<file path="config.mk">
export PLATFORM = sky130hd
export DESIGN_NAME = mips_cpu_div_flat
export DESIGN_NICKNAME = d
export VERILOG_FILES = /design/src/rtl/mips_cpu_div_if.sv /design/src/rtl/mips_cpu_div.sv /design/src/flat_wrapper.sv
export SDC_FILE = /design/constraint.sdc
export NUM_CORES = 1
export LEC_CHECK = 0
export BUFFER_PORTS_ARGS = -buffer_cell sky130_fd_sc_hd__buf_2
export CORE_ASPECT_RATIO = 1.1
export CORE_UTILIZATION = 30
export DETAILED_ROUTE_END_ITERATION = 12
export HOLD_SLACK_MARGIN = 0.12
export PLACE_DENSITY_LB_ADDON = 0.3
export SETUP_SLACK_MARGIN = 0.15
export SYNTH_ARGS = -nofsm -noshare
export SYNTH_HDL_FRONTEND = slang
export SYNTH_SLANG_ARGS = --single-unit
</file>
<file path="constraint.sdc">
create_clock -name clk -period 4.2 [get_ports clk]
set_clock_uncertainty 0.1 [all_clocks]
set_input_delay 0.21 -clock clk [delete_from_list [all_inputs] [get_ports clk]]
set_output_delay 0.21 -clock clk [all_outputs]
set_load 0.1 [all_outputs]
</file>
<file path="src/rtl/mips_cpu_div_if.sv">
// Divider request/result bundle.
// master drives start/signdiv/a/b; slave returns q/r/busy/divdone.
interface mips_cpu_div_if #(
  parameter int WIDTH = 32
);
  logic             start;
  logic             signdiv;
  logic [WIDTH-1:0] a;
  logic [WIDTH-1:0] b;
  logic [WIDTH-1:0] q;
  logic [WIDTH-1:0] r;
  logic             busy;
  logic             divdone;

  modport master (
    output start, signdiv, a, b,
    input  q, r, busy, divdone
  );

  modport slave (
    input  start, signdiv, a, b,
    output q, r, busy, divdone
  );
endinterface

</file>
<file path="src/rtl/mips_cpu_div.sv">
// MIPS DIV/DIVU unit: restoring shift-subtract, one bit per cycle.
// Ports: clk, divrst (sync, active-high), bus (slave: start/signdiv/a/b in, q/r/busy/divdone out).
module mips_cpu_div #(
  parameter int WIDTH = 32
) (
  input  logic           clk,
  input  logic           divrst,
  mips_cpu_div_if.slave  bus
);

  localparam int CW = (WIDTH > 1) ? $clog2(WIDTH) : 1;

  typedef enum logic [1:0] {
    IDLE,
    CALC,
    FIX,
    DONE
  } state_t;

  state_t           state_q, state_d;
  logic [CW-1:0]    cnt_q, cnt_d;
  logic             sdiv_q, sdiv_d;
  logic             sa_q, sa_d;
  logic             sb_q, sb_d;
  logic [WIDTH-1:0] dvd_q, dvd_d;
  logic [WIDTH-1:0] dvs_q, dvs_d;
  logic [WIDTH-1:0] rem_q, rem_d;
  logic [WIDTH-1:0] q_q, q_d;
  logic [WIDTH-1:0] r_q, r_d;
  logic             busy_q, busy_d;
  logic             done_q, done_d;

  logic             accept;
  logic             a_neg;
  logic             b_neg;
  logic [WIDTH-1:0] a_mag;
  logic [WIDTH-1:0] b_mag;
  logic [WIDTH:0]   trial;

  always_comb begin
    a_neg  = bus.signdiv & bus.a[WIDTH-1];
    b_neg  = bus.signdiv & bus.b[WIDTH-1];
    a_mag  = a_neg ? -bus.a : bus.a;
    b_mag  = b_neg ? -bus.b : bus.b;
    accept = bus.start &
             ((state_q == IDLE) | (state_q == DONE));
    // dvd_q shifts dividend bits out the top and
    // quotient bits in at the bottom.
    trial  = {rem_q, dvd_q[WIDTH-1]} - {1'b0, dvs_q};

    state_d = state_q;
    cnt_d   = cnt_q;
    sdiv_d  = sdiv_q;
    sa_d    = sa_q;
    sb_d    = sb_q;
    dvd_d   = dvd_q;
    dvs_d   = dvs_q;
    rem_d   = rem_q;
    q_d     = q_q;
    r_d     = r_q;
    busy_d  = busy_q;
    done_d  = done_q;

    case (state_q)
      IDLE, DONE: begin
        if (accept) begin
          sdiv_d = bus.signdiv;
          sa_d   = bus.a[WIDTH-1];
          sb_d   = bus.b[WIDTH-1];
          dvd_d  = a_mag;
          dvs_d  = b_mag;
          rem_d  = '0;
          cnt_d  = '0;
          if (bus.b == '0) begin
            state_d = DONE;
            q_d     = '1;
            r_d     = bus.a;
            busy_d  = 1'b0;
            done_d  = 1'b1;
          end else begin
            state_d = CALC;
            busy_d  = 1'b1;
            done_d  = 1'b0;
          end
        end
      end
      CALC: begin
        // Borrow out means the trial went negative: restore.
        if (trial[WIDTH]) begin
          rem_d = {rem_q[WIDTH-2:0], dvd_q[WIDTH-1]};
        end else begin
          rem_d = trial[WIDTH-1:0];
        end
        dvd_d = {dvd_q[WIDTH-2:0], ~trial[WIDTH]};
        cnt_d = cnt_q + CW'(1);
        if (cnt_q == CW'(WIDTH-1)) begin
          state_d = FIX;
        end
      end
      FIX: begin
        q_d = (sdiv_q & (sa_q ^ sb_q)) ? -dvd_q : dvd_q;
        r_d = (sdiv_q & sa_q) ? -rem_q : rem_q;
        state_d = DONE;
        busy_d  = 1'b0;
        done_d  = 1'b1;
      end
      default: begin
        state_d = IDLE;
      end
    endcase
  end

  always_ff @(posedge clk) begin
    if (divrst) begin
      state_q <= IDLE;
      cnt_q   <= '0;
      sdiv_q  <= 1'b0;
      sa_q    <= 1'b0;
      sb_q    <= 1'b0;
      dvd_q   <= '0;
      dvs_q   <= '0;
      rem_q   <= '0;
      q_q     <= '0;
      r_q     <= '0;
      busy_q  <= 1'b0;
      done_q  <= 1'b0;
    end else begin
      state_q <= state_d;
      cnt_q   <= cnt_d;
      sdiv_q  <= sdiv_d;
      sa_q    <= sa_d;
      sb_q    <= sb_d;
      dvd_q   <= dvd_d;
      dvs_q   <= dvs_d;
      rem_q   <= rem_d;
      q_q     <= q_d;
      r_q     <= r_d;
      busy_q  <= busy_d;
      done_q  <= done_d;
    end
  end

  assign bus.q       = q_q;
  assign bus.r       = r_q;
  assign bus.busy    = busy_q;
  assign bus.divdone = done_q;

endmodule

</file>
<file path="src/flat_wrapper.sv">
// flat-port wrapper written by rule: the top's interface ports become plain ports
module mips_cpu_div_flat 
#(
  parameter int WIDTH = 32
)
  (clk, divrst, bus_start, bus_signdiv, bus_a, bus_b, bus_q, bus_r, bus_busy, bus_divdone);
  mips_cpu_div_if #(.WIDTH(WIDTH)) bus_i ();
  input  logic clk;
  input  logic divrst;
  input wire logic [$bits(bus_i.start)-1:0] bus_start;
  input wire logic [$bits(bus_i.signdiv)-1:0] bus_signdiv;
  input wire logic [$bits(bus_i.a)-1:0] bus_a;
  input wire logic [$bits(bus_i.b)-1:0] bus_b;
  output wire logic [$bits(bus_i.q)-1:0] bus_q;
  output wire logic [$bits(bus_i.r)-1:0] bus_r;
  output wire logic [$bits(bus_i.busy)-1:0] bus_busy;
  output wire logic [$bits(bus_i.divdone)-1:0] bus_divdone;
  assign bus_i.start = bus_start;
  assign bus_i.signdiv = bus_signdiv;
  assign bus_i.a = bus_a;
  assign bus_i.b = bus_b;
  assign bus_q = bus_i.q;
  assign bus_r = bus_i.r;
  assign bus_busy = bus_i.busy;
  assign bus_divdone = bus_i.divdone;
  mips_cpu_div #(.WIDTH(WIDTH)) u_core (.clk(clk), .divrst(divrst), .bus(bus_i));
endmodule
</file>
==> out/metrics.cfg, run 1 <==
[layout]
share_of_final_layout_standard_cells_stronger_than_drive_strength_1 = 0.126
layout.cells.non_filler = 2142
design.final.nets = 1744
area_growth_syn_to_layout_pct = 19.4

[critical_path]
path_depth = 13
critical_path.most_common_cell = and3_1
timing.critical_path.arrival_ns = 3.86
critPathMaxFanout = 81
worstRegToRegCells = 10
worst_setup_path_end_kind = register
timing.setup.critical_path_class = in2reg
crit_path_buf_inv_count = 4
cp_slowest_cell = dlygate4sd3_1
slowest_delay_ns = 0.53
worst_path_dominant_cell_family = simple AND/OR/NAND/NOR gates
startpoint_type = input pin
critical_path_required_ns = 4.44
critical_path.cell_chain = dlygate4sd3_1 > buf_2 > inv_1 > ha_1 > nor3b_1 > and3_1 > and3_1 > nand3_1 > nor3b_4 > a31o_4 > buf_12 > nor2_1 > a311oi_1

[drt]
total_wire_length_mm = 33.0
detail_route.wl_per_cell_um = 15.4
drt_iter0_drc = 820
detailedRoute.firstPassIterationCount = 5
via_count = 10900
post-route-drc-count = 0
detail_route.vias_per_cell = 5.10
antenna_violating_nets_left = 0

[sta]
maxSlewHeadroom = 0.408
maxSlewViolCount = 0
fin_ws_ns = 0.579
fin_worst_hold_slack_ns = 0.145
min_period_over_period = 0.862
grt_setup_unrepaired = false
final_hold_viol_count = 0
fin_tns_setup_ns = 0
final.min_clock_period_ns = 3.62
fmax_mhz = 276
worst_slew_pin_slew_ns = 0.888
timing.final.setup_violations = 0

[run_status]
run_status = finished, final reports clean

[synthesis]
proportion_of_synthesized_area_in_mux_cells = 0.0255
ys_async_sr_fraction = 0
yosys.cell_types.count = 77
synthesis.nets = 1613
synth_fa_ha_area_frac = 0.0468
post_synth_main_area_contributors = dfxtp_1 30%, nand2_1 6.8%, xnor2_1 5.6%, nor2_1 5.5%, a21oi_1 5.2%
syn_area_um2 = 11400
synthesis_warnings = 0
synth_seq_cells = 172
synthDominantAreaCellType = dfxtp_1
netlist_instances = 1503
synth_top_family_by_area = compound AO/OA/AOI/OAI gates
yosys_most_used_dff = dfxtp_1
post_synth_and_or_nand_nor_area_fraction = 0.210
synth_common_cells = 207 x nand2_1, 172 x dfxtp_1, 168 x nor2_1
synth-compound-area-share = 0.254
yosysTopAreaCellShare = 0.302
seq_area_frac_synth = 0.302
synth_xor_xnor_area_share = 0.104
number_of_synthesized_flops_with_an_enable_pin = 0
synth_most_common_cell = nand2_1
synthesis.area_per_instance_um2 = 7.58

[clocking]
htree_levels = 4
clk_root_buffer_cell = clkbuf_16
clock_path_buffers = 2
clk-insertion-delay-late_ns = 0.44
clock_sink_count = 172
cts_buffers = 17
clock_tree_from_tritoncts = yes
clk_pin_slew_worst_paths_ns = 0.07

[global_route]
grt_start_max_net_pins = 82
first_pass_grt_wire_length_mm = 53.4
grt-ovfl-total = 0
antenna_violations_before_repair = 1
gr-usage-all-layers = 0.170
vias_in_the_first_global_route = 10200

[placement]
port-buffer-count = 133
placed_cells_incl_taps = 2048
globalplace.congestion = 0.844
dp_hpwl_mm = 24.9
worst_slack_after_detailed_placement_ns = 0.599

[min_path]
worst_hold_path_depth = 4
hold_path.class = in2reg

[power_and_ir_drop]
power.leakage_uw = 0.00508
cellPowerDensity_nw_per_um2 = 608
ir_worst_vdd_uv = 364

[floorplan]
die_area_um2 = 38800
placeableCoreArea_um2 = 37300
num_rows = 74
dieWidth_um = 188
effective_utilization_at_floorplan = 0.305
die_height_um = 206
design.portCount = 134

[flow_run]
max_cap_violations = 0

==> per-stage QoR <==
step	total power (uW)	utilization	area (um^2)
2_1_floorplan	5800	-	11400
3_3_place_gp	6720	0.333	12400
3_5_place_dp	6760	0.333	12400
4_1_cts	8320	0.364	13600
5_1_grt	8880	0.365	13600
6_report	8270	0.365	13600
==> worst min-delay path: cells and delay by family <==
family	cells	cell delay (ns)
buffers and inverters	2	0.22
AOI/OAI and AO/OA	2	0.18
==> per-layer routing <==
| metal | routed length [um] | vias to the layer above | track usage |
|---|---|---|---|
| li1 | - | 5645 | - |
| met1 | 15700 | 4981 | 0.227 |
| met2 | 15000 | 257 | 0.279 |
| met3 | 1580 | 40 | 0.0278 |
| met4 | 729 | 0 | 0.0575 |
| met5 | 0 | - | 0 |
==> layout by cell type, fill, tap and decap left out, drive strengths merged, types with 4 or more instances in the layout <==
| cell type | Yosys | routed |
|---|---|---|
| a21o | 5 | 5 |
| o211ai | 30 | 30 |
| a32oi | 13 | 13 |
| xnor2 | 74 | 74 |
| or4 | 10 | 10 |
| buf | 28 | 149 |
| or2 | 6 | 6 |
| nand4 | 6 | 6 |
| nor3b | 5 | 5 |
| xor2 | 60 | 60 |
| a21oi | 120 | 120 |
| mux2i | 29 | 29 |
| nor2b | 7 | 7 |
| nand3b | 6 | 6 |
| nor3 | 24 | 24 |
| inv | 60 | 65 |
| o31ai | 12 | 12 |
| clkinvlp | 0 | 5 |
| a211oi | 44 | 44 |
| dfxtp | 172 | 172 |
| nor2 | 168 | 168 |
| a21boi | 4 | 4 |
| ha | 41 | 41 |
| nor4 | 17 | 17 |
| a311oi | 43 | 43 |
| o41ai | 14 | 14 |
| and3 | 9 | 9 |
| o21a | 8 | 8 |
| or3 | 16 | 16 |
| nand2 | 207 | 207 |
| and2 | 13 | 13 |
| nand3 | 27 | 27 |
| a31oi | 13 | 13 |
| dlygate4sd3 | 0 | 61 |
| o21ai | 107 | 107 |
| clkbuf | 70 | 19 |
==> report_power, final <==
| group | internal (uW) | switching, uW |
|---|---|---|
| Combinational | 1330 | 3100 |
| Sequential | 2020 | 329 |
| Clock | 771 | 734 |
| Total | 4110 | 4160 |
==> registers in the layout, indices dropped and copies added (netlist names), 2 cells and up <==
register        flops
u_core.bus.r       32
u_core.state_q      2
u_core.cnt_q        5
u_core.rem_q       32
u_core.dvd_q       32
u_core.bus.q       32
u_core.dvs_q       32
==> logic make-up (layout without fill, tap and decap cells) <==
group,count (synthesis),in the layout
other,0,1
XOR/XNOR,134,134
AO/OA/AOI/OAI,438,438
multiplexers,29,29
buffers and inverters,158,302
flip-flops,172,172
AND/OR/NAND/NOR,530,530
adder cells (fa/ha/maj),42,42
==> final cells by class <==
class / count / area, um^2
Fill cell: 3928 / 23700
Sequential cell: 172 / 3440
Inverter: 60 / 225
Clock inverter: 13 / 110
Tap cell: 494 / 618
Multi-Input combinational cell: 1173 / 7350
Timing Repair Buffer: 210 / 1420
Antenna cell: 1 / 2.50
Clock buffer: 19 / 433
==> timing repair <==
item,4_1_cts,5_1_grt
setup buffers,0,0
gates resized for setup,0,1
hold endpoints to repair,63,0
setup endpoints to repair,0,4
hold buffers,61,0
==> path summary, 6_finish.rpt <==
kind	start	to	slack [ns]
setup / recovery	bus_b[0]	u_core.bus.q[30]	0.58
hold / removal	bus_a[0]	u_core.dvd_q[0]	0.15
setup reg to reg	u_core.rem_q[2]	u_core.rem_q[28]	0.62
hold reg to reg	u_core.bus.r[18]	u_core.bus.r[18]	0.35
No activity file was read; power rests on OpenSTA's default activity.
==> run 2, diff against run 1 <==
==> constraint.sdc (replaced) <==
create_clock -name clk -period 4.2 [get_ports clk]
set_clock_uncertainty 0.1 [all_clocks]
set_input_delay 0 -clock clk [delete_from_list [all_inputs] [get_ports clk]]
set_output_delay 0 -clock clk [all_outputs]
set_load 0.1 [all_outputs]
==> out/metrics.cfg, run 2 (same netlist as run 1, synthesis figures left out) <==
[run_status]
run_status = finished, final reports clean  ; unchanged

[power_and_ir_drop]
switching_power_uw = 4220  ; was 4160 uW
sw_frac_of_total = 0.489  ; was 0.503
ir_worst_vdd_uv = 296  ; was 364 uV
share_seq_of_total_power = 0.272  ; was 0.284
combPwrFrac = 0.540  ; was 0.534
clock_power_share = 0.189  ; was 0.182
power.leakage_uw = 0.00546  ; was 0.00508 uW
cellPowerDensity_nw_per_um2 = 601  ; was 608 nW/um^2
internal-power_uw = 4410  ; was 4110 uW

[critical_path]
critical_path_required_ns = 4.43  ; was 4.44 ns
critical_path.cell_chain = inv_1 > ha_1 > fa_1 > nor2b_1 > o31ai_4 > a31oi_2 > o41ai_4 > o21ai_4 > a221o_2 > xnor2_2 > nand2_1 > a32o_1  ; was dlygate4sd3_1 > buf_2 > inv_1 > ha_1 > nor3b_1 > and3_1 > and3_1 > nand3_1 > nor3b_4 > a31o_4 > buf_12 > nor2_1 > a311oi_1
slowest_delay_ns = 0.59  ; was 0.53 ns
timing.setup.critical_path_class = reg2reg  ; was in2reg
cp_slowest_cell = xnor2_2  ; was dlygate4sd3_1
worst_setup_path_end_kind = register  ; unchanged
timing.critical_path.arrival_ns = 3.86  ; about the same
startpoint_type = register  ; was input pin
critPathMaxFanout = 15  ; was 81

[floorplan]
die_area_um2 = 38800  ; unchanged
design.portCount = 134  ; unchanged
num_rows = 74  ; unchanged
effective_utilization_at_floorplan = 0.305  ; unchanged
die_height_um = 206  ; unchanged
placeableCoreArea_um2 = 37300  ; unchanged
dieWidth_um = 188  ; unchanged

[drt]
detail_route.vias_per_cell = 5.10  ; about the same
drt_iter0_drc = 603  ; was 820
total_wire_length_mm = 34.1  ; was 33.0 mm
detailedRoute.firstPassIterationCount = 5  ; unchanged
via_count = 11300  ; was 10,900
post-route-drc-count = 0  ; unchanged
antenna_violating_nets_left = 0  ; unchanged
detail_route.wl_per_cell_um = 15.4  ; about the same

[layout]
layout.cells.most_common = nand2_1  ; unchanged
design.final.nets = 1813  ; was 1,744
combined_area_of_the_multi_input_logic_cells_um2 = 7350  ; about the same
area_growth_syn_to_layout_pct = 25.9  ; was 19.4%
layout.filler_cells = 3895  ; was 3,928
sequential_cell_area_um2 = 3440  ; unchanged
count_of_antenna_diodes_in_the_layout = 0  ; was 1
layout.cells.most_common_list = 207 x nand2_1, 172 x dfxtp_1, 168 x nor2_1, 132 x buf_2, 131 x dlygate4sd3_1  ; was 207 x nand2_1, 172 x dfxtp_1, 168 x nor2_1, 132 x buf_2, 118 x a21oi_1
finalInstanceArea_um2 = 14300  ; was 13,600 um^2
layout.cells.non_filler = 2210  ; was 2,142
share_of_final_layout_standard_cells_stronger_than_drive_strength_1 = 0.121  ; was 0.126

[placement]
worst_slack_after_detailed_placement_ns = 0.626  ; was 0.599 ns
globalplace.congestion = 0.831  ; was 0.844
port-buffer-count = 133  ; unchanged
placed_cells_incl_taps = 2047  ; was 2,048
dp_hpwl_mm = 25.0  ; was 24.9 mm
placed_area_um2 = 12400  ; about the same

[sta]
maxSlewHeadroom = 0.288  ; was 0.408
final_hold_viol_count = 0  ; unchanged
timing.final.setup_violations = 0  ; unchanged
fin_worst_hold_slack_ns = 0.350  ; was 0.145 ns
fin_tns_setup_ns = 0  ; unchanged
fmax_mhz = 276  ; about the same
grt_setup_unrepaired = false  ; unchanged
final.min_clock_period_ns = 3.63  ; was 3.62 ns
worst_slew_pin_slew_ns = 1.07  ; was 0.888 ns
min_period_over_period = 0.864  ; was 0.862
maxSlewViolCount = 0  ; unchanged
fin_ws_ns = 0.570  ; was 0.579 ns

[clocking]
clk_pin_slew_worst_paths_ns = 0.07  ; about the same
cts_buffers = 17  ; unchanged
htree_levels = 4  ; unchanged
clk_root_buffer_cell = clkbuf_16  ; unchanged
clk-insertion-delay-late_ns = 0.44  ; about the same
post_cts.repair.setup_buffers = 0  ; unchanged
clock_path_buffers = 2  ; unchanged
clock_tree_from_tritoncts = yes  ; unchanged
clock_sink_count = 172  ; unchanged

[global_route]
antenna_violations_before_repair = 0  ; was 1
vias_in_the_first_global_route = 10700  ; was 10,200
gr-usage-all-layers = 0.176  ; was 0.170
grt-ovfl-total = 0  ; unchanged
grt_start_max_net_pins = 100  ; was 82
first_pass_grt_wire_length_mm = 55.4  ; was 53.4 mm

[flow_run]
max_cap_violations = 0  ; unchanged

[min_path]
hold_path.class = reg2reg  ; was in2reg

[run 2: layer usage]
metal	wire length (um)	part of all wire	track usage	up-vias
li1	-	-	-	5768
met5	0	0	0	-
met2	15600	0.46	0.293	247
met3	1250	0.037	0.0236	48
met4	910	0.027	0.0662	0
met1	16300	0.48	0.231	5213
[run 2: path summary, 6_finish.rpt]
path | cells past startpoint | to | slack (ns) | start
worst max-delay path | 12 | u_core.rem_q[1] | 0.57 | u_core.dvd_q[31]
worst min-delay path | 2 | u_core.bus.r[25] | 0.35 | u_core.bus.r[25]
worst min register to register | 2 | u_core.bus.r[25] | 0.35 | u_core.bus.r[25]
worst max register to register | 12 | u_core.rem_q[1] | 0.57 | u_core.dvd_q[31]
[run 2: final cells by class]
| class | instances | share of cell area |
|---|---|---|
| Clock buffer | 19 | 0.0302 |
| Clock inverter | 13 | 0.0108 |
| Inverter | 60 | 0.0157 |
| Multi-Input combinational cell | 1173 | 0.513 |
| Sequential cell | 172 | 0.240 |
| Tap cell | 494 | 0.0431 |
| Timing Repair Buffer | 279 | 0.148 |
[run 2: timing repair]
action	in CTS	in global routing
endpoints found under the setup margin	0	3
gates resized for setup	0	2
hold endpoints to repair	104	0
hold buffers	131	0
[run 2: through the flow]
step,power [uW],utilization
CTS,8660,0.384
global route,9220,0.384
floorplan,5800,-
finish,8620,0.384
global placement,6750,0.333
detailed placement,6790,0.333
[run 2: worst max-delay path, delay by kind of cell (launching register included)]
kind	cells	cell delay, ns
buf+inv	1	0.11
flops	1	0.33
fa+ha+maj	2	0.42
compound gates	6	1.73
simple gates	2	0.23
xor+xnor	1	0.59
[run 2: power groups by stage]
stage | registers (uW) | clock network [uW] | logic, uW
final | 2340 | 1630 | 4650
after global routing | 2400 | 1720 | 5100
after CTS | 2340 | 1660 | 4660
after detailed placement | 2380 | 0 | 4400
after global placement | 2370 | 0 | 4390
after floorplan | 3280 | 0 | 2520
